$ cat src/rtl/gpio_count_monitor.sv
// rtl/gpio_count_monitor.sv - GPIO down-counter monitor: sync, glitch filter, sequence check, stats, timeout
module gpio_count_monitor #(
    parameter int WIDTH         = 4,
    parameter int STABLE_CYCLES = 4,
    parameter int TIMEOUT       = 1000,
    parameter int CNT_W         = 8
) (
    input  logic             Clock,
    input  logic             Reset,
    input  logic [WIDTH-1:0] GPIO_4bits,
    input  logic             Enable,
    input  logic             clear_stats,
    output logic             step_valid,
    output logic [WIDTH-1:0] step_value,
    output logic             seq_error,
    output logic             locked,
    output logic             timeout,
    output logic [CNT_W-1:0] wrap_count,
    output logic [CNT_W-1:0] error_count
);

    localparam int SC_W = $clog2(STABLE_CYCLES + 1);
    localparam int TO_W = $clog2(TIMEOUT + 1);

    localparam logic [SC_W-1:0]  STABLE_MAX = SC_W'(STABLE_CYCLES);
    localparam logic [TO_W-1:0]  TO_MAX     = TO_W'(TIMEOUT);
    localparam logic [TO_W-1:0]  TO_LAST    = TO_W'(TIMEOUT - 1);
    localparam logic [WIDTH-1:0] VALUE_MAX  = {WIDTH{1'b1}};
    localparam logic [CNT_W-1:0] STAT_MAX   = {CNT_W{1'b1}};

    typedef enum logic [1:0] {
        IDLE    = 2'd0,
        ACQUIRE = 2'd1,
        TRACK   = 2'd2
    } state_t;

    state_t            state;
    logic [WIDTH-1:0]  sync1;
    logic [WIDTH-1:0]  s;
    logic [WIDTH-1:0]  cand;
    logic [SC_W-1:0]   stab;
    logic [TO_W-1:0]   ivl;

    logic              accept;
    logic              match;
    logic              wrap_hit;
    logic              err_hit;
    logic [WIDTH-1:0]  expected;

    // Two-flop synchroniser for the asynchronous GPIO pins
    always_ff @(posedge Clock or posedge Reset) begin
        if (Reset) begin
            sync1 <= '0;
            s     <= '0;
        end else begin
            sync1 <= GPIO_4bits;
            s     <= sync1;
        end
    end

    // Stability filter: candidate follows s, counter measures how long it has been steady
    always_ff @(posedge Clock or posedge Reset) begin
        if (Reset) begin
            cand <= '0;
            stab <= '0;
        end else if (!Enable) begin
            cand <= '0;
            stab <= '0;
        end else if (s != cand) begin
            cand <= s;
            stab <= SC_W'(1);
        end else if (stab != STABLE_MAX) begin
            stab <= stab + SC_W'(1);
        end
    end

    // ACQUIRE accepts any settled value; TRACK only accepts a change from step_value
    always_comb begin
        expected = step_value - WIDTH'(1);
        match    = (cand == expected);
        accept   = Enable && (stab == STABLE_MAX) &&
                   ((state == ACQUIRE) || ((state == TRACK) && (cand != step_value)));
        wrap_hit = accept && (state == TRACK) && match &&
                   (step_value == '0) && (cand == VALUE_MAX);
        err_hit  = accept && (state == TRACK) && !match;
    end

    // Main FSM with registered step, lock and timeout outputs
    always_ff @(posedge Clock or posedge Reset) begin
        if (Reset) begin
            state      <= IDLE;
            step_valid <= 1'b0;
            step_value <= '0;
            seq_error  <= 1'b0;
            locked     <= 1'b0;
            timeout    <= 1'b0;
            ivl        <= '0;
        end else begin
            step_valid <= 1'b0;
            seq_error  <= 1'b0;
            if (!Enable) begin
                state  <= IDLE;
                locked <= 1'b0;
            end else begin
                case (state)
                    IDLE: begin
                        state  <= ACQUIRE;
                        locked <= 1'b0;
                        ivl    <= '0;
                    end
                    ACQUIRE: begin
                        locked <= 1'b0;
                        if (accept) begin
                            step_valid <= 1'b1;
                            step_value <= cand;
                            timeout    <= 1'b0;
                            ivl        <= '0;
                            state      <= TRACK;
                        end else if (ivl != TO_MAX) begin
                            ivl <= ivl + TO_W'(1);
                        end
                    end
                    TRACK: begin
                        if (accept) begin
                            step_valid <= 1'b1;
                            step_value <= cand;
                            seq_error  <= !match;
                            locked     <= match;
                            timeout    <= 1'b0;
                            ivl        <= '0;
                        end else if (ivl != TO_MAX) begin
                            ivl <= ivl + TO_W'(1);
                            if (ivl == TO_LAST) begin
                                timeout <= 1'b1;
                                locked  <= 1'b0;
                            end
                        end
                    end
                    default: begin
                        state <= IDLE;
                    end
                endcase
            end
        end
    end

    // Saturating statistics; a clear wins over a simultaneous increment
    always_ff @(posedge Clock or posedge Reset) begin
        if (Reset) begin
            wrap_count  <= '0;
            error_count <= '0;
        end else if (clear_stats) begin
            wrap_count  <= '0;
            error_count <= '0;
        end else begin
            if (wrap_hit && (wrap_count != STAT_MAX)) begin
                wrap_count <= wrap_count + CNT_W'(1);
            end
            if (err_hit && (error_count != STAT_MAX)) begin
                error_count <= error_count + CNT_W'(1);
            end
        end
    end

endmodule

$ cat config.mk
export PLATFORM = sky130hd
export DESIGN_NAME = gpio_count_monitor
export DESIGN_NICKNAME = d
export VERILOG_FILES = /design/src/rtl/gpio_count_monitor.sv
export SDC_FILE = /design/constraint.sdc
export NUM_CORES = 1
export LEC_CHECK = 0
export CORE_MARGIN = 4
export CORE_UTILIZATION = 46
export CTS_CLUSTER_DIAMETER = 100
export DETAILED_ROUTE_END_ITERATION = 8
export GPL_TIMING_DRIVEN = 1
export PLACE_DENSITY_LB_ADDON = 0.08
export SYNTH_ARGS = -nofsm -noshare
export SYNTH_HDL_FRONTEND = slang
export SYNTH_SLANG_ARGS = --single-unit
$ cat constraint.sdc
create_clock -name Clock -period 3.3 [get_ports Clock]
set_clock_uncertainty 0.2 [all_clocks]
set_input_delay 0.66 -clock Clock [delete_from_list [all_inputs] [get_ports Clock]]
set_output_delay 0.66 -clock Clock [all_outputs]
set_load 0.02 [all_outputs]
After elaboration in Yosys (flattened, before gate mapping)

Index checks and enable logic that the tools add are counted.

Add/sub/neg operators: 5
Reductions and logical operators: 25
Equality and inequality tests: 23
Muxes and demuxes: 31

Operators with widths:

| kind                                                                    | number |
|---|---|
| 8-bit two-way mux                                                       | 4 |
| 10-bit two-way mux                                                      | 2 |
| 10-bit case mux with 2 select lines                                     | 1 |
| 8-bit by 1-bit adder with 8-bit output, second input constant           | 2 |
| 8-bit inequality test, second input constant                            | 2 |
| 1-bit two-way mux                                                       | 14 |
| 10-bit by 1-bit adder with 10-bit output, second input constant         | 1 |
| 10-bit equality test, second input constant                             | 1 |
| 1-bit logical AND                                                       | 10 |
| 10-bit inequality test, second input constant                           | 1 |
| 3-bit two-way mux                                                       | 3 |
| 3-bit by 2-bit inequality test with 1-bit output, second input constant | 3 |
| 3-bit AND reduction                                                     | 3 |
| 4-bit two-way mux                                                       | 2 |
| 4-bit by 3-bit inequality test with 1-bit output, second input constant | 2 |
| 4-bit inequality test                                                   | 2 |
| 2-bit nonzero test                                                      | 4 |
| 3-bit by 1-bit inequality test with 1-bit output, second input constant | 2 |
| 3-bit inequality test, second input constant                            | 2 |
| 2-bit case mux with 3 select lines                                      | 1 |
| 5-bit AND reduction                                                     | 1 |
| 4-bit equality test                                                     | 1 |
| 4-bit equality test, second input constant                              | 1 |
| 4-bit logical NOT                                                       | 1 |
| 14 further kinds                                                        | 18 |

Bits of input ports: 8
Register bits after elaboration: 51
Output and inout port bits: 24
Logic and storage cells: 97

Logic depth before layout (Yosys ltp)

Gate-level depths: netlist of the first run.

Depth in word-level cells: 11
Depth in mapped cells: 9
Depth with buffers taken out: 7

Worst setup path before layout of the first run

Ideal clock, no wire load.

Path kind: reg-to-reg
Start point: register step_value[0]
End point: register wrap_count[3]
Clock period less this slack: 2394 ps
Setup slack: 906 ps
Buffers on the path: 0
Data arrival time: 2116 ps
Cell stages (with the launch flop): 8
Cells stage by stage: dfrtp_1 inv_1 ha_1 xor2_1 nand3_1 a2111o_1 or4_1 a21oi_1

Cells in the longest elaborated chain, start to end: 10

Ends and longest elaborated chain:

| what                                                                                | RTL line | source |
|---|---|---|
| from (decl)                                                                         | 14       | `output logic [WIDTH-1:0] step_value,` |
| from (signal assigned)                                                              | 115      | `step_value <= cand;` |
| from (signal assigned)                                                              | 126      | `step_value <= cand;` |
| branches (longest 6 deep; another with 4-bit by 1-bit subtractor with 4-bit output) | n/a      |  |
| 1-bit logical AND (*)                                                               | 83       | `wrap_hit = accept && (state == TRACK) && match &&` |
| 1-bit logical AND (*)                                                               | 84       | `(step_value == '0) && (cand == VALUE_MAX);` |
| 1-bit logical AND (*)                                                               | 156      | `if (wrap_hit && (wrap_count != STAT_MAX)) begin` |
| 2-bit nonzero test (no source line) (*)                                             | n/a      |  |
| to (signal assigned)                                                                | 157      | `wrap_count <= wrap_count + CNT_W'(1);` |
| to (decl)                                                                           | 18       | `output logic [CNT_W-1:0] wrap_count,` |

Mark *: on every way between the ends.
A chain may end at the register's enable or synchronous reset.

Worst setup path in the final report of the first run

Start point: register step_value[1]
End point: register wrap_count[3]

The elaborated chain is that of the path after synthesis.

==> results of run 1 <==
-- cells by family after synthesis --
group                    Yosys count
flip-flops                        51
AO/OA/AOI/OAI                     33
multiplexers                      11
AND/OR/NAND/NOR                  119
buffers and inverters             23
adder cells (fa/ha/maj)           13
XOR/XNOR                          22
-- worst max path at each step --
stage | startpoint | to
after floorplan | step_value[0] | wrap_count[3]
after global placement | Enable | wrap_count[3]
after detailed placement | Enable | wrap_count[3]
after CTS | step_value[1] | wrap_count[3]
after global routing | step_value[1] | wrap_count[3]
final | step_value[1] | wrap_count[3]
-- cell usage after synthesis, drive strengths merged, types with 2 or more instances --
cell type  number
a21oi          13
a31o            2
and2            4
and3            4
and4            3
and4b           2
buf             2
clkbuf          7
dfrtp          51
ha             13
inv            14
mux2            9
mux2i           2
nand2          16
nand2b          5
nand3          11
nand4          11
nor2           29
nor2b           8
nor3            3
nor4           13
o21ai           6
o31ai           3
or2             2
or3             3
or4             4
xnor2           5
xor2           16
-- cell usage in the layout, fill, tap and decap left out, types with 2 or more instances in the layout --
cell type | Yosys | final
sky130_fd_sc_hd__xor2_1 | 14 | 14
sky130_fd_sc_hd__or4_1 | 4 | 4
sky130_fd_sc_hd__ha_1 | 13 | 13
sky130_fd_sc_hd__a31o_2 | 2 | 2
sky130_fd_sc_hd__nor3_1 | 3 | 3
sky130_fd_sc_hd__or3_1 | 3 | 3
sky130_fd_sc_hd__mux2_1 | 5 | 5
sky130_fd_sc_hd__mux2_2 | 4 | 4
sky130_fd_sc_hd__xnor2_1 | 5 | 5
sky130_fd_sc_hd__nand2b_1 | 5 | 5
sky130_fd_sc_hd__dfrtp_1 | 51 | 51
sky130_fd_sc_hd__o31ai_1 | 3 | 3
sky130_fd_sc_hd__a21oi_1 | 12 | 12
sky130_fd_sc_hd__nand2_1 | 16 | 16
sky130_fd_sc_hd__nor4_1 | 10 | 10
sky130_fd_sc_hd__inv_1 | 14 | 13
sky130_fd_sc_hd__and3_1 | 4 | 4
sky130_fd_sc_hd__o21ai_0 | 4 | 4
sky130_fd_sc_hd__nor4_2 | 3 | 3
sky130_fd_sc_hd__buf_4 | 0 | 4
sky130_fd_sc_hd__nand4_1 | 11 | 11
sky130_fd_sc_hd__nand3_1 | 11 | 11
sky130_fd_sc_hd__mux2i_1 | 2 | 2
sky130_fd_sc_hd__clkbuf_8 | 0 | 5
sky130_fd_sc_hd__and2_1 | 4 | 4
sky130_fd_sc_hd__xor2_2 | 2 | 2
sky130_fd_sc_hd__and4_1 | 3 | 3
sky130_fd_sc_hd__nor2b_1 | 8 | 8
sky130_fd_sc_hd__and4b_1 | 2 | 2
sky130_fd_sc_hd__clkdlybuf4s50_1 | 0 | 31
sky130_fd_sc_hd__nor2_1 | 29 | 29
-- final cells by class --
| class | count | area (sq um) |
|---|---|---|
| clock buffer | 5 | 68.82 |
| clock inverter | 3 | 43.79 |
| fill | 511 | 2389 |
| inverter | 14 | 52.55 |
| multi-input combinational | 198 | 1395 |
| sequential | 51 | 1276 |
| tap | 72 | 90.09 |
| timing repair buffer | 36 | 360.3 |
-- stage by stage --
stage          setup WS (ns)  cell area, sq um
2_1_floorplan         0.9065              2761
3_3_place_gp          0.5488              3174
3_5_place_dp          0.5110              3174
4_1_cts               0.7912              3287
5_1_grt               0.5848              3287
6_report              0.7926              3287
-- sequential cells by signal (all words and copies together), names as in the netlist, 2 cells and up --
register     count
sync1            4
stab             3
s                4
wrap_count       8
ivl             10
step_value       4
error_count      8
state            2
cand             4
-- power by group through the flow --
| stage | combinational [mW] | sequential, mW | clock [mW] |
|---|---|---|---|
| finish | 0.0998 | 0.652 | 0.440 |
| global route | 0.114 | 0.654 | 0.490 |
| CTS | 0.102 | 0.652 | 0.456 |
| detailed placement | 0.102 | 0.664 | 0 |
| global placement | 0.101 | 0.664 | 0 |
| floorplan | 0.0675 | 0.661 | 0 |
-- metal layers --
layer | share of wire, % | vias up | GRT usage, %
met1 | 49 | 1034 | 22.45
met2 | 47 | 34 | 25.42
met5 | 0 | - | 0
met3 | 3.3 | 4 | 3.398
met4 | 0.94 | 0 | 4.317
li1 | - | 1031 | -
==> results.rst, run 1 <==
.. list-table::
   :header-rows: 1

   * - Metric
     - Value
   * - Min-Delay Path Depth
     - 0
   * - Tcrit/Tclk final
     - 75.98%
   * - Min-Delay Startpoint
     - sync1[3]
   * - Final min period
     - 2.507 ns
   * - Worst hold-check slack
     - 0.1588 ns
   * - Type of the worst setup path
     - reg2reg
   * - Slew at the pin with the worst max-slew slack
     - 0.6955 ns
   * - Number of I/O pins
     - 32
   * - Final count of pins violating max slew
     - 0
   * - Combinational cell fraction of total power
     - 8.4%
   * - Worst path arrival time
     - 2.53 ns
   * - Number of warnings reported in the yosys synthesis log
     - 0
   * - HPWL after detailed placement
     - 3863 um
   * - 1st-pass router iterations
     - 4
   * - Gate count of the mapped netlist
     - 272
   * - Die Outline Area
     - 0.007307 sq mm
   * - Setup repair after global routing missed its margin
     - no
   * - Total vias in the final route
     - 2103
   * - CTS tree
     - built
   * - Count of state elements after synthesis
     - 51
   * - Capture instance of the worst register-to-register path
     - wrap_count[3]
   * - Drc violations
     - 0
   * - Ordered cell list for the critical path
     - inv_1 -> ha_1 -> xor2_1 -> nand3_1 -> a2111o_1 -> or4_1 -> a21oi_1
   * - Height of the chip
     - 85.48 um
   * - Buffers on Ports
     - 31
   * - Clk_lat worst skew
     - 0.30 ns
   * - Mean number of vias per cell
     - 5.549
   * - Worst stage delay on the critical path
     - 0.47 ns
   * - Area growth syn-to-layout
     - 19.03%
   * - Initial detailed-routing violation count
     - 89
   * - CTS max path bufs
     - 2
   * - Static power due to leakage
     - 1.434 nW
   * - Synth unique cells
     - 47
   * - Post-Synthesis Cell Area
     - 0.002761 sq mm
   * - Critical Path Stages
     - 7
   * - Reg-to-reg setup timing slack
     - 0.79 ns
   * - CTS Buf Count
     - 5
   * - Portion of synthesized cell area occupied by the leading cell type
     - 46.22%
   * - Max Freq
     - 398.8 MHz
   * - Share of cells above drive strength 1
     - 9.772%
   * - Maximum number of pins on one net before global-route repair
     - 52
   * - Largest area contributor in the synthesized netlist
     - sky130_fd_sc_hd__dfrtp_1
   * - DR WL/cell
     - 14.33 um
   * - Count of maximum capacitance violations
     - 0
   * - Synth Area in Simple Gates
     - 23.70%
   * - Diodes inserted
     - 0
   * - Largest delay share family, worst path
     - simple AND/OR/NAND/NOR gates
   * - Routed Antenna Nets
     - 0
   * - Adder-Cell Fraction of Synth Area
     - 5.890%
   * - Path type of the worst min-delay path
     - reg2reg
   * - EDFF count, synth
     - 0
   * - Async set-or-reset flop fraction in the synthesized netlist
     - 100.0%
   * - Clk network pwr share
     - 36.9%
   * - Area of the core
     - 0.005675 sq mm
   * - Count of instances resized after the clock tree is built
     - 0
   * - Overflow left after global routing
     - 0
   * - Cell area power density
     - 362.4 mW/mm^2
   * - Share of synthesized area spent on multiplexers
     - 4.395%
   * - Dominant combinational cell family by area after synthesis
     - simple AND/OR/NAND/NOR gates
   * - Clock sink count
     - 51
   * - Maximum fanout along the worst path
     - 7
   * - Wire length after detailed routing
     - 5432 um
   * - Status
     - finished, final reports clean
   * - Final count of negative-setup-slack endpoints
     - 0
   * - Post-CTS clock slew at the launch and capture registers of the worst setup and hold paths
     - 0.10 ns
   * - Cell Rows
     - 27
   * - CP Buf/Inv Count
     - 1
   * - Prevailing post-synth register cell
     - sky130_fd_sc_hd__dfrtp_1
   * - Wire length of the first global-routing pass
     - 9604 um
   * - Setup_tns
     - 0 ns
   * - Total Power
     - 1.191 mW
   * - Net Count, Synth
     - 293
   * - GRT Resource Usage Total
     - 16.10%
   * - Final hold viol count
     - 0
   * - Share of total power in sequential cells
     - 54.7%
   * - Number of buffers inserted by post-CTS setup repair
     - 0
   * - Compound-cell area share of the yosys netlist
     - 8.518%
   * - Net switching power
     - 0.2867 mW
   * - Main area contributors after synthesis
     - sky130_fd_sc_hd__dfrtp_1 (46%), sky130_fd_sc_hd__ha_1 (5.9%), sky130_fd_sc_hd__xor2_1 (4.4%), sky130_fd_sc_hd__nor2_1 (3.9%), sky130_fd_sc_hd__nand4_1 (2.5%)
   * - Portion of the post-synthesis area used by sequential elements
     - 46.22%
   * - Worst Reg2Reg Path Length in Cells
     - 7
   * - Slew headroom
     - 53.58%
   * - Critical path launch point type
     - register
   * - Die extent in x
     - 85.48 um
   * - # H-tree levels
     - 2
   * - Hold-fix buffers, CTS
     - 0
   * - Slowest cell on the critical path
     - sky130_fd_sc_hd__or4_1
   * - Post-layout util
     - 57.91%
   * - Starting density of the core
     - 48.66%
   * - Via count of the first global-routing pass
     - 2010
   * - Hold Path End
     - s[3]
   * - Layout net count
     - 327
   * - Number of antenna violations at the first check in global routing
     - 0
   * - Syn avg cell area
     - 10.15 sq um
   * - Beginning of the worst register-to-register path
     - step_value[1]
   * - Internal power
     - 0.9044 mW
   * - Final weighted congestion of routability-driven global placement
     - 0.8134
   * - Synth Area in XOR/XNOR
     - 8.020%
   * - Switching power as a share of total power
     - 24.07%
   * - Placed instance count
     - 371
   * - Data required time of the critical path
     - 3.33 ns
   * - Peak supply drop
     - 0.0002799 V
   * - Root buffer selected by CTS
     - sky130_fd_sc_hd__clkbuf_8
   * - Capturing element type of the critical path
     - register
   * - Number of standard cells in the final layout excluding fillers
     - 379
Note: power is estimated with default switching activity, not from simulation.
==> run 2, diff against run 1 <==
- clock period: 3.3 -> 2.1 ns (I/O delays scaled with it)
==> run 2 against run 1 <==
Effect of this change: the run now ends with negative setup slack left; highest routed layer unchanged; final cell count is 16% higher; clock power increased by 84%; wire length grew 26%; count of clock-buffer cells in the layout up 1; sequential share of layout area fell by 7.7 points; combinational power grew 120%.
==> results.rst, run 2 (synthesized netlist as in run 1, its figures left out) <==
.. list-table::
   :header-rows: 1

   * - Metric
     - Value
   * - Status
     - complete, but fails checks
   * - Violations in the final reports
     - negative setup slack
   * - Slew headroom
     - 74.11% (+21 points)
   * - Net switching power
     - 0.4719 mW (+65%)
   * - Area of the core
     - 0.005675 sq mm (unchanged)
   * - DR WL/cell
     - 15.63 um (+9.0%)
   * - Post-CTS clock slew at the launch and capture registers of the worst setup and hold paths
     - 0.10 ns (about the same)
   * - Buffers on Ports
     - 31 (unchanged)
   * - Height of the chip
     - 85.48 um (unchanged)
   * - Diodes inserted
     - 0 (unchanged)
   * - Number of filler cells placed in the layout
     - 408 (-20%)
   * - Switching power as a share of total power
     - 23.00% (-1.1 points)
   * - CTS Buf Count
     - 5 (unchanged)
   * - 1st-pass router iterations
     - 4 (unchanged)
   * - Setup_tns
     - -2.018 ns (-2.018 ns)
   * - Overflow left after global routing
     - 0 (unchanged)
   * - Clock sink count
     - 51 (unchanged)
   * - Internal power
     - 1.580 mW (+75%)
   * - Final weighted congestion of routability-driven global placement
     - 0.8023 (-1.4%)
   * - Cell area power density
     - 496.3 mW/mm^2 (+37%)
   * - CTS tree
     - built
   * - Hold-fix buffers, CTS
     - 0 (unchanged)
   * - Routed Antenna Nets
     - 0 (unchanged)
   * - Initial detailed-routing violation count
     - 132 (+48%)
   * - Root buffer selected by CTS
     - sky130_fd_sc_hd__clkbuf_8
   * - Slew at the pin with the worst max-slew slack
     - 0.3848 ns (-0.3107 ns)
   * - Worst hold-check slack
     - 0.1581 ns (-0.0006490 ns)
   * - Top flop regs
     - ivl (10), error_count (8), wrap_count (8)
   * - Layout net count
     - 386 (+18%)
   * - Maximum fanout along the worst path
     - 7 (unchanged)
   * - Total vias in the final route
     - 2351 (+12%)
   * - Max Freq
     - 439.1 MHz (+10%)
   * - Most frequent cells in the layout
     - sky130_fd_sc_hd__buf_4 (54), sky130_fd_sc_hd__dfrtp_1 (41), sky130_fd_sc_hd__nor2_1 (28)
   * - Share of total power in sequential cells
     - 49.8% (-4.9 points)
   * - Starting density of the core
     - 48.66% (unchanged)
   * - Worst Setup Slack, final
     - -0.1772 ns (-0.9697 ns)
   * - Final count of pins violating max slew
     - 0 (unchanged)
   * - Wire length of the first global-routing pass
     - 11220 um (+17%)
   * - Area growth syn-to-layout
     - 49.71%
   * - Most common cell after layout, fill and taps aside
     - sky130_fd_sc_hd__buf_4
   * - Tcrit/Tclk final
     - 108.4% (+32 points)
   * - Number of flip-flops under the largest register name
     - 10 (unchanged)
   * - Final min period
     - 2.277 ns (-0.2303 ns)
   * - Clk_lat worst skew
     - 0.31 ns (about the same)
   * - Capturing element type of the critical path
     - register
   * - Worst path arrival time
     - 2.27 ns (-0.26 ns)
   * - Type of the worst setup path
     - reg2reg
   * - Via count of the first global-routing pass
     - 2289 (+14%)
   * - Final hold viol count
     - 0 (unchanged)
   * - Number of antenna violations at the first check in global routing
     - 0 (unchanged)
   * - Die extent in x
     - 85.48 um (unchanged)
   * - CTS max path bufs
     - 2 (unchanged)
   * - Die Outline Area
     - 0.007307 sq mm (unchanged)
   * - Path type of the worst min-delay path
     - reg2reg
   * - Clk network pwr share
     - 39.4% (+2.5 points)
   * - # H-tree levels
     - 2 (unchanged)
   * - Share of cells above drive strength 1
     - 37.16% (+27 points)
   * - Final count of negative-setup-slack endpoints
     - 16 (+16)
   * - HPWL after detailed placement
     - 4501 um (+17%)
   * - Number of I/O pins
     - 32 (unchanged)
   * - Data required time of the critical path
     - 2.09 ns (-1.24 ns)
   * - Mean number of vias per cell
     - 5.368 (-3.3%)
   * - Static power due to leakage
     - 1.892 nW (+32%)
   * - Maximum number of pins on one net before global-route repair
     - 52 (unchanged)
   * - Register name with the most flops
     - ivl
   * - GRT Resource Usage Total
     - 19.24% (+3.1 points)
   * - Setup repair after global routing missed its margin
     - yes
   * - Total Power
     - 2.052 mW (+72%)
   * - Wire length after detailed routing
     - 6845 um (+26%)
   * - Drc violations
     - 0 (unchanged)
   * - Count of maximum capacitance violations
     - 0 (unchanged)
   * - Peak supply drop
     - 0.0004413 V (+58%)
   * - Critical path launch point type
     - register
   * - Minimum setup slack after placement
     - -0.3667 ns (-0.8777 ns)
   * - Cell Rows
     - 27 (unchanged)
   * - Combinational cell fraction of total power
     - 10.8% (+2.4 points)
-- run 2: cell types whose count changed in the layout (fill, tap and decap cells not counted), moves of 5 or more --
| cell | delta |
|---|---|
| sky130_fd_sc_hd__nor4_4 | +6 |
| sky130_fd_sc_hd__nor4_1 | -7 |
| sky130_fd_sc_hd__buf_4 | +50 |
| sky130_fd_sc_hd__dfrtp_1 | -10 |
| sky130_fd_sc_hd__buf_6 | +6 |
| sky130_fd_sc_hd__clkdlybuf4s50_1 | -5 |
| sky130_fd_sc_hd__dfrtp_2 | +10 |
| sky130_fd_sc_hd__mux2_4 | +8 |
-- run 2: power by group through the flow --
stage / registers [mW] / clock network [mW] / logic, mW
6_report: 1.02 / 0.809 / 0.221
3_3_place_gp: 1.04 / 0 / 0.201
3_5_place_dp: 1.04 / 0 / 0.205
4_1_cts: 1.02 / 0.831 / 0.216
2_1_floorplan: 1.04 / 0 / 0.111
5_1_grt: 1.02 / 0.874 / 0.246
-- run 2: worst paths after layout --
| check | from | cells past startpoint | slack (ns) | end |
|---|---|---|---|---|
| min in group asynchronous | Reset | 3 | 0.27 | state[1] |
| worst max register to register | step_value[0] | 7 | -0.18 | error_count[2] |
| worst min-delay path | sync1[2] | 0 | 0.16 | s[2] |
| max in group asynchronous | Reset | 3 | 1.19 | error_count[5] |
| worst max-delay path | step_value[0] | 7 | -0.18 | error_count[2] |
| worst min register to register | sync1[2] | 0 | 0.16 | s[2] |
-- run 2: metal layers --
metal	vias up	GRT usage (%)	part of all wire, %
met2	45	30.65	49
li1	1144	-	-
met3	13	4.369	3.8
met4	0	6.906	1.7
met1	1149	25.69	46
met5	-	0	0
-- run 2: cell type report --
cell class,instances,area [sq um],share of cell area (%)
Clock inverter,2,60.06,1.453
Clock buffer,6,72.57,1.755
Timing Repair Buffer,95,857.1,20.73
Multi-Input combinational cell,198,1708,41.31
Sequential cell,51,1289,31.17
Tap cell,72,90.09,2.179
Inverter,14,57.56,1.392
-- run 2: timing repair --
item                       CTS  global route
setup buffers                6             4
cloned                       1             0
pin swaps                   15            10
resized for setup           36            21
setup endpoints to repair   18            31
-- run 2: worst max-delay path, cell delays in order (launching register included) --
cell and delay (ns):
sky130_fd_sc_hd__dfrtp_2 0.46, sky130_fd_sc_hd__buf_12 0.14, sky130_fd_sc_hd__xor2_4 0.18, sky130_fd_sc_hd__or4_4 0.48, sky130_fd_sc_hd__o21ai_4 0.19, sky130_fd_sc_hd__buf_12 0.15, sky130_fd_sc_hd__nor4_2 0.05, sky130_fd_sc_hd__mux2_1 0.31
-- run 2: metrics by stage --
stage	instances	area, sq um	util, %
2_1_floorplan	272	2875	-
3_3_place_gp	420	3627	63.91
3_5_place_dp	420	3627	63.91
4_1_cts	435	4018	70.79
5_1_grt	438	4134	72.84
6_report	438	4134	72.84
==> run 3, diff against run 2 <==
- CELL_PAD_IN_SITES_DETAIL_PLACEMENT: default -> 0
- CELL_PAD_IN_SITES_GLOBAL_PLACEMENT: default -> 1
- CORE_UTILIZATION: 46 -> 39
==> run 3 against run 2 <==
Effect of this change: the flow still finishes with violations (negative setup slack); power decreased by 7.5%; maximum frequency up 0.82%; wire length fell by 3.3%; flip-flop and latch count unchanged; via count shrank 1.2%; worst hold slack improved by 0.0074 ns; critical endpoint is now wrap_count[3]; highest routed layer unchanged.
==> results.rst, run 3 (synthesized netlist as in run 1, its figures left out) <==
.. list-table::
   :header-rows: 1

   * - Metric
     - Value
   * - Status
     - complete, but fails checks
   * - Violations in the final reports
     - negative setup slack
   * - Beginning of the worst register-to-register path
     - step_value[1]
   * - HPWL after detailed placement
     - 4748 um (+5.5%)
   * - Final hold viol count
     - 0 (unchanged)
   * - Post-layout util
     - 60.49% (-12 points)
   * - Clock sink count
     - 51 (unchanged)
   * - Routed Antenna Nets
     - 0 (unchanged)
   * - Diodes inserted
     - 0 (unchanged)
   * - Clk network pwr share
     - 33.9% (-5.5 points)
   * - Top flop regs
     - ivl (10), error_count (8), wrap_count (8)
   * - Buffers on Ports
     - 31 (unchanged)
   * - Tcrit/Tclk final
     - 107.5% (-0.89 points)
   * - 1st-pass router iterations
     - 4 (unchanged)
   * - CTS max path bufs
     - 2 (unchanged)
   * - Final count of pins violating max slew
     - 0 (unchanged)
   * - Combinational cell fraction of total power
     - 12.3% (+1.5 points)
   * - GRT Resource Usage Total
     - 16.40% (-2.8 points)
   * - CP Buf/Inv Count
     - 1 (-1)
   * - Layout net count
     - 396 (+2.6%)
   * - Initial detailed-routing violation count
     - 81 (-39%)
   * - Hold-fix buffers, CTS
     - 0 (unchanged)
   * - Die extent in x
     - 92.15 um (+7.8%)
   * - Maximum number of pins on one net before global-route repair
     - 35 (-33%)
   * - Setup crit start
     - step_value[1]
   * - Peak supply drop
     - 0.0003225 V (-27%)
   * - Number of antenna violations at the first check in global routing
     - 0 (unchanged)
   * - Setup repair after global routing missed its margin
     - yes
   * - CTS tree
     - built
   * - Most frequent cells in the layout
     - sky130_fd_sc_hd__buf_4 (67), sky130_fd_sc_hd__dfrtp_1 (40), sky130_fd_sc_hd__nor2_1 (29)
   * - DR WL/cell
     - 14.03 um (-10%)
   * - Slew headroom
     - 58.32% (-16 points)
   * - Wire length of the first global-routing pass
     - 11160 um (-0.49%)
   * - Final weighted congestion of routability-driven global placement
     - 0.8028 (about the same)
   * - Switching power as a share of total power
     - 28.03% (+5.0 points)
   * - Area of the core
     - 0.006832 sq mm (+20%)
   * - Total Power
     - 1.897 mW (-7.5%)
   * - Worst Setup Slack, final
     - -0.1585 ns (+0.01861 ns)
   * - Ordered cell list for the critical path
     - inv_2 -> ha_4 -> xor2_2 -> nand3_2 -> a2111o_1 -> or4_1 -> a21oi_1
   * - Largest delay share family, worst path
     - simple AND/OR/NAND/NOR gates
   * - Count of maximum capacitance violations
     - 0 (unchanged)
   * - Share of total power in sequential cells
     - 53.8% (+4.0 points)
   * - Reg-to-reg setup timing slack
     - -0.16 ns (+0.02 ns)
   * - Post-CTS clock slew at the launch and capture registers of the worst setup and hold paths
     - 0.11 ns (about the same)
   * - Max Freq
     - 442.8 MHz (+0.82%)
   * - Wire length after detailed routing
     - 6620 um (-3.3%)
   * - Height of the chip
     - 92.15 um (+7.8%)
   * - Hold Path End
     - s[2]
   * - Clk_lat worst skew
     - 0.32 ns (about the same)
   * - Overflow left after global routing
     - 0 (unchanged)
   * - Min-Delay Startpoint
     - sync1[2]
   * - Capturing element type of the critical path
     - register
   * - Number of I/O pins
     - 32 (unchanged)
   * - Most common cell after layout, fill and taps aside
     - sky130_fd_sc_hd__buf_4
   * - Final min period
     - 2.259 ns (-0.01861 ns)
   * - Min-Delay Path Depth
     - 0 (unchanged)
   * - Drc violations
     - 0 (unchanged)
   * - Type of the worst setup path
     - reg2reg
   * - Maximum fanout along the worst path
     - 4 (-3)
   * - # H-tree levels
     - 2 (unchanged)
   * - Final count of negative-setup-slack endpoints
     - 29 (+13)
   * - Slew at the pin with the worst max-slew slack
     - 0.6195 ns (+0.2347 ns)
   * - Path type of the worst min-delay path
     - reg2reg
   * - Net switching power
     - 0.5318 mW (+13%)
   * - Static power due to leakage
     - 1.926 nW (+1.8%)
   * - Critical path launch point type
     - register
   * - Die Outline Area
     - 0.008491 sq mm (+16%)
   * - Total vias in the final route
     - 2323 (-1.2%)
   * - Cell Rows
     - 30 (+11%)
   * - Cell area power density
     - 459.1 mW/mm^2 (-7.5%)
   * - Share of cells above drive strength 1
     - 38.03% (+0.87 points)
   * - Number of filler cells placed in the layout
     - 596 (+46%)
   * - Worst Reg2Reg Path Length in Cells
     - 7 (unchanged)
   * - Slowest cell on the critical path
     - sky130_fd_sc_hd__dfrtp_2
   * - Register name with the most flops
     - ivl
   * - Area growth syn-to-layout
     - 49.66% (about the same)
   * - Capture instance of the worst register-to-register path
     - wrap_count[3]
   * - Worst stage delay on the critical path
     - 0.45 ns (-0.03 ns)
   * - Number of flip-flops under the largest register name
     - 10 (unchanged)
   * - Area used by sequential logic in the layout
     - 0.001290 sq mm (about the same)
   * - Mean number of vias per cell
     - 4.922 (-8.3%)
   * - Multi-input logic area
     - 0.001659 sq mm (-2.9%)
   * - Via count of the first global-routing pass
     - 2348 (+2.6%)
   * - Root buffer selected by CTS
     - sky130_fd_sc_hd__clkbuf_8
   * - Data required time of the critical path
     - 2.14 ns (+0.05 ns)
   * - Worst path arrival time
     - 2.30 ns (+0.03 ns)
   * - Internal power
     - 1.365 mW (-14%)
   * - CTS Buf Count
     - 5 (unchanged)
   * - Starting density of the core
     - 40.42% (-8.2 points)
==> run 3: power by group through the flow <==
| stage | Combinational, mW | Clock (mW) | Sequential [mW] |
|---|---|---|---|
| global placement | 0.215 | 0 | 1.04 |
| detailed placement | 0.215 | 0 | 1.04 |
| global route | 0.260 | 0.708 | 1.02 |
| CTS | 0.230 | 0.664 | 1.02 |
| floorplan | 0.111 | 0 | 1.04 |
| finish | 0.234 | 0.643 | 1.02 |
==> run 3: what timing repair did <==
item                       in CTS  in global routing
cloned                          0                  0
resized for setup              19                 28
setup endpoints to repair      30                 37
setup buffers                   7                  3
pin swaps                      14                 12
==> run 3: layout make-up <==
class	count	area share [%]
multi-input cells	198	40.15
inverters	14	1.272
clock buffers	5	1.665
flip-flops and latches	51	31.21
clock inverters	3	0.6963
repair buffers	105	22.10
well taps	96	2.906
==> run 3: worst max path at each step <==
stage                           to  cells past startpoint  slack [ns]
finish               wrap_count[3]                      7       -0.16
global route         wrap_count[3]                      7       -0.28
CTS                  wrap_count[3]                      7       -0.15
detailed placement  error_count[4]                      5       -0.36
global placement     wrap_count[6]                      8       -0.31
floorplan            wrap_count[3]                      7       -0.17
==> run 3: layer usage <==
| layer | vias to the layer above | global-route usage [%] | wire length (um) |
|---|---|---|---|
| met5 | - | 0 | 0 |
| met4 | 0 | 4.703 | 84 |
| met3 | 9 | 3.117 | 201 |
| met2 | 32 | 26.34 | 3247 |
| met1 | 1120 | 22.53 | 3087 |
| li1 | 1162 | - | - |
==> run 3: through the flow <==
step	area (sq um)	hold slack, ns	setup slack [ns]	instances	setup TNS, ns
floorplan	2875	0.1312	-0.1734	272	-1.303
global placement	3740	0.1327	-0.3085	455	-5.615
detailed placement	3740	0.1418	-0.3559	455	-6.423
CTS	3994	0.1685	-0.1470	469	-1.893
global route	4133	0.1740	-0.2818	472	-4.372
finish	4133	0.1655	-0.1585	472	-1.615
